$ cat src/rtl/vx_tex_bilerp.sv
// Bilinear texel filter: blends a 2x2 A8R8G8B8 quad with U/V weights through a
// 2-stage valid/ready pipeline. Point mode forwards texel 0 unchanged.
module vx_tex_bilerp #(
    parameter int unsigned FRAC_BITS = 8,
    parameter int unsigned TAG_WIDTH = 8
) (
    input  logic                  clk,
    input  logic                  reset,
    input  logic                  req_valid,
    output logic                  req_ready,
    input  logic                  req_filter,
    input  logic [3:0][31:0]      req_texels,
    input  logic [FRAC_BITS-1:0]  req_blend_u,
    input  logic [FRAC_BITS-1:0]  req_blend_v,
    input  logic [TAG_WIDTH-1:0]  req_tag,
    output logic                  rsp_valid,
    input  logic                  rsp_ready,
    output logic [31:0]           rsp_texel,
    output logic [TAG_WIDTH-1:0]  rsp_tag
);

    localparam int unsigned CH_W   = 8;
    localparam int unsigned NUM_CH = 4;
    localparam int unsigned TEX_W  = CH_W * NUM_CH;
    localparam int unsigned LW     = CH_W + FRAC_BITS + 1;
    localparam int unsigned ONE    = 1 << FRAC_BITS;
    localparam int unsigned HALF   = 1 << (FRAC_BITS - 1);

    // Rounded unsigned blend; the weights sum to 2^F so the result never leaves [a,b].
    function automatic logic [CH_W-1:0] lerp(
        input logic [CH_W-1:0]      a,
        input logic [CH_W-1:0]      b,
        input logic [FRAC_BITS-1:0] f
    );
        logic [LW-1:0] wa;
        logic [LW-1:0] wb;
        logic [LW-1:0] acc;
        wa  = LW'(a) * (LW'(ONE) - LW'(f));
        wb  = LW'(b) * LW'(f);
        acc = wa + wb + LW'(HALF);
        return acc[FRAC_BITS +: CH_W];
    endfunction

    logic                  stall;
    logic                  advance;

    logic                  s1_valid;
    logic                  s1_filter;
    logic [TAG_WIDTH-1:0]  s1_tag;
    logic [FRAC_BITS-1:0]  s1_blend_v;
    logic [TEX_W-1:0]      s1_top;
    logic [TEX_W-1:0]      s1_bot;

    logic [TEX_W-1:0]      s1_top_d;
    logic [TEX_W-1:0]      s1_bot_d;
    logic [TEX_W-1:0]      s2_texel_d;

    // Whole pipeline freezes together while the consumer holds off a valid response.
    assign stall     = rsp_valid && !rsp_ready;
    assign advance   = !stall;
    assign req_ready = advance;

    // Horizontal blend of both rows; point mode keeps t0 as the top row.
    always_comb begin
        s1_top_d = req_texels[0];
        s1_bot_d = req_texels[2];
        if (req_filter) begin
            for (int c = 0; c < int'(NUM_CH); c++) begin
                s1_top_d[c*CH_W +: CH_W] = lerp(req_texels[0][c*CH_W +: CH_W],
                                                req_texels[1][c*CH_W +: CH_W],
                                                req_blend_u);
                s1_bot_d[c*CH_W +: CH_W] = lerp(req_texels[2][c*CH_W +: CH_W],
                                                req_texels[3][c*CH_W +: CH_W],
                                                req_blend_u);
            end
        end
    end

    // Vertical blend between the two row results.
    always_comb begin
        s2_texel_d = s1_top;
        if (s1_filter) begin
            for (int c = 0; c < int'(NUM_CH); c++) begin
                s2_texel_d[c*CH_W +: CH_W] = lerp(s1_top[c*CH_W +: CH_W],
                                                  s1_bot[c*CH_W +: CH_W],
                                                  s1_blend_v);
            end
        end
    end

    // Valid bits are the only reset state; in-flight work is dropped on reset.
    always_ff @(posedge clk or negedge reset) begin
        if (!reset) begin
            s1_valid  <= 1'b0;
            rsp_valid <= 1'b0;
        end else if (advance) begin
            s1_valid  <= req_valid;
            rsp_valid <= s1_valid;
        end
    end

    // Payload registers, loaded only when their stage actually takes new data.
    always_ff @(posedge clk) begin
        if (advance && req_valid) begin
            s1_filter  <= req_filter;
            s1_tag     <= req_tag;
            s1_blend_v <= req_blend_v;
            s1_top     <= s1_top_d;
            s1_bot     <= s1_bot_d;
        end
        if (advance && s1_valid) begin
            rsp_texel <= s2_texel_d;
            rsp_tag   <= s1_tag;
        end
    end

endmodule

$ cat config.mk
export PLATFORM = sky130hd
export DESIGN_NAME = vx_tex_bilerp
export DESIGN_NICKNAME = d
export VERILOG_FILES = /design/src/rtl/vx_tex_bilerp.sv
export SDC_FILE = /design/constraint.sdc
export NUM_CORES = 2
export LEC_CHECK = 0
export CAP_MARGIN = 10
export CORE_MARGIN = 8
export CORE_UTILIZATION = 25
export CTS_BUF_LIST = sky130_fd_sc_hd__clkbuf_4 sky130_fd_sc_hd__clkbuf_8
export DETAILED_ROUTE_END_ITERATION = 16
export PLACE_DENSITY = 0.43
export SLEW_MARGIN = 20
export SYNTH_ARGS = -nofsm -noshare
export SYNTH_HDL_FRONTEND = slang
export SYNTH_SLANG_ARGS = --single-unit
$ cat constraint.sdc
create_clock -name clk -period 8 [get_ports clk]
set_clock_uncertainty 0.05 [all_clocks]
set_input_delay 1.6 -clock clk [delete_from_list [all_inputs] [get_ports clk]]
set_output_delay 1.6 -clock clk [all_outputs]
set_load 0.05 [all_outputs]
==> metrics.txt <==
max_slew headroom 0.359; fin crit period 7.70 ns; CP bufs+invs 7; hold_sp s1_tag[5]; Critical Path Most Common Cell fa_1; count of final setup violators 0; Synth-to-Final Area Change 14.7%; H-Tree Depth 4; DRC errors left 0; total CTS buffers 17; first-pass GRT wire length 279000 um; die height 500 um; Worst EP required 8.42 ns; drt pass-1 iters 5; largest net degree at the start of global routing 94; HPWL after DPL 151000 um; syn avg cell area 9.18 um2; synth top area cells fa_1 41%, ha_1 17%, and2_1 11%; ANT nets after route 0; Worst Tran Pin Value 0.962 ns; Distinct cells, synth 65; vias in the first global route 45918; GRT overflow 0; Final nets 8892; Final Hold Fails 0; Post-Syn Nets 8543; WL/cell 18.0 um; Async S/R FF share, synth 0.0163; YS warnings 0; Setup Crit Path Kind register to register; Root Buffer Master clkbuf_8; I/O pins 199; Tot GR Track Use 0.145; initial antenna violation count 33; Synth area leader fa_1; CP max FO 24; RR Endpoint rsp_texel[15]; slowest stage delay, CP 0.60 ns; crit path DAT 8.12 ns; Via Count 41469; FF+latch count, synth 123; initial core utilization 0.250; Yosys top cell area share 0.409; status complete, no violations; Final GP Congestion 0.820; Worst Setup Start Kind register; clock sink count 123; fmax 130 MHz; WL final 179000 um; Max clock buf depth 2; Core ar. 234000 um2; family with the most delay on the worst path adder cells; Final TNS setup 0 ns; CTS tree done; Hold Path Cell Cnt 0; Synth Instances 6394; RSZ-0062 raised after global routing false; start of the worst register-to-register path s1_blend_v[0]; Hold Crit Class register to register; register area share after synthesis 0.0628; fin crit share 0.962; R2R depth 25; DR vias/cell 4.18; Non-Filler Instances 9916; FP Rows 178; max_cap viols 0; dominant synthesized flop cell edfxtp_1; clk slew on worst S/H paths 0.10 ns; share of cells above drive strength 1 0.0761; Final WS setup 0.303 ns; Hold Path Sink rsp_tag[5]; DR iter-0 viols 1530; post-synthesis cell area 58700 um2; Die ar. 250000 um2; Chip Width 500 um; reg2reg setup slack 0.30 ns; post-CTS setup repair buffer count 0; Setup crit end kind register; worst slack at placement -0.428 ns; Post-Place Cells 9874; number of synthesized flops with an enable pin 121; number of port buffers 198; Worst-Skew Late Latency 0.63 ns; slowest CP cell a221oi_2; Slew Limit Fails 0
## state kept, by name (all words and copies together) (netlist names)
| register | count |
|---|---|
| s1_valid | 1 |
| rsp_texel | 32 |
| s1_blend_v | 8 |
| s1_top | 32 |
| rsp_valid | 1 |
| s1_filter | 1 |
| s1_tag | 8 |
| rsp_tag | 8 |
| s1_bot | 32 |
## area by class of cell
type,instances,area (um2)
clock inverters,15,149
repair buffers,571,5080
well taps,3150,3940
inverters,1733,6500
diodes,10,25.0
flip-flops and latches,123,3680
clock buffers,17,234
fillers,25120,167000
multi-input cells,4297,47700
## cells by family after synthesis
group,after synthesis,share of synthesized area
AOI/OAI and AO/OA,211,0.0234
xor gates and xnor gates,159,0.0237
adders and majority gates,1992,0.578
buffers and inverters,1974,0.127
DFF,123,0.0628
muxes,75,0.0142
and+or+nand+nor,1860,0.171
## what timing repair did
| action | 4_1_cts | 5_1_grt |
|---|---|---|
| resized for setup | 0 | 1 |
| endpoints found under the setup margin | 0 | 1 |
| hold endpoints to repair | 0 | 0 |
| hold buffers | 0 | 0 |
## cells in the final DEF, fill, tap and decap left out, types with 13 or more instances in the layout
| master | count |
|---|---|
| inv_1 | 1731 |
| fa_1 | 1200 |
| and2_1 | 1044 |
| ha_1 | 791 |
| nand2_1 | 591 |
| buf_4 | 349 |
| clkdlybuf4s50_1 | 189 |
| edfxtp_1 | 121 |
| xnor2_1 | 97 |
| mux2_2 | 64 |
| a21oi_1 | 59 |
| o21ai_0 | 52 |
| nor2_1 | 50 |
| xor2_1 | 50 |
| nor3_1 | 31 |
| nand3_1 | 31 |
| buf_12 | 27 |
| and3_1 | 19 |
| nand4_1 | 17 |
| clkbuf_8 | 17 |
| a31oi_1 | 14 |
| or3_1 | 13 |
## per-layer routing
metal  part of all wire  wire length (um)  GRT usage
met1               0.49             87300      0.205
met2               0.47             83800      0.244
met3              0.032              5800     0.0167
met4              0.011              2040     0.0197
met5           0.000073                13          0
## how the worst max path moves through the flow
stage | startpoint | end | slack, ns | cells after the start
final | s1_blend_v[0] | rsp_texel[15] | 0.30 | 25
after global routing | req_blend_u[0] | s1_bot[7] | 0.03 | 26
after floorplan | req_blend_u[0] | s1_top[31] | -0.03 | 25
after CTS | s1_blend_v[0] | rsp_texel[31] | 0.29 | 25
after global placement | req_blend_u[0] | s1_bot[30] | -0.37 | 26
after detailed placement | req_blend_u[0] | s1_top[31] | -0.43 | 25
## cell usage after synthesis, drive strengths merged (53+ instances only)
cell type  number
a21oi          59
and2         1046
clkbuf        196
edfxtp        121
fa           1200
ha            792
inv          1731
mux2           64
nand2         591
o21ai          53
xnor2         105
xor2           54
## stage by stage
step	utilization	area [um2]	hold WS (ns)
floorplan	-	58700	0.350
global placement	0.285	66900	0.352
detailed placement	0.285	66900	0.355
CTS	0.287	67300	0.380
global route	0.287	67300	0.383
finish	0.287	67300	0.378
Power is left out: the tool's default activity adds up to more than one toggle a clock period on the data nets, which glitch-free logic cannot reach.
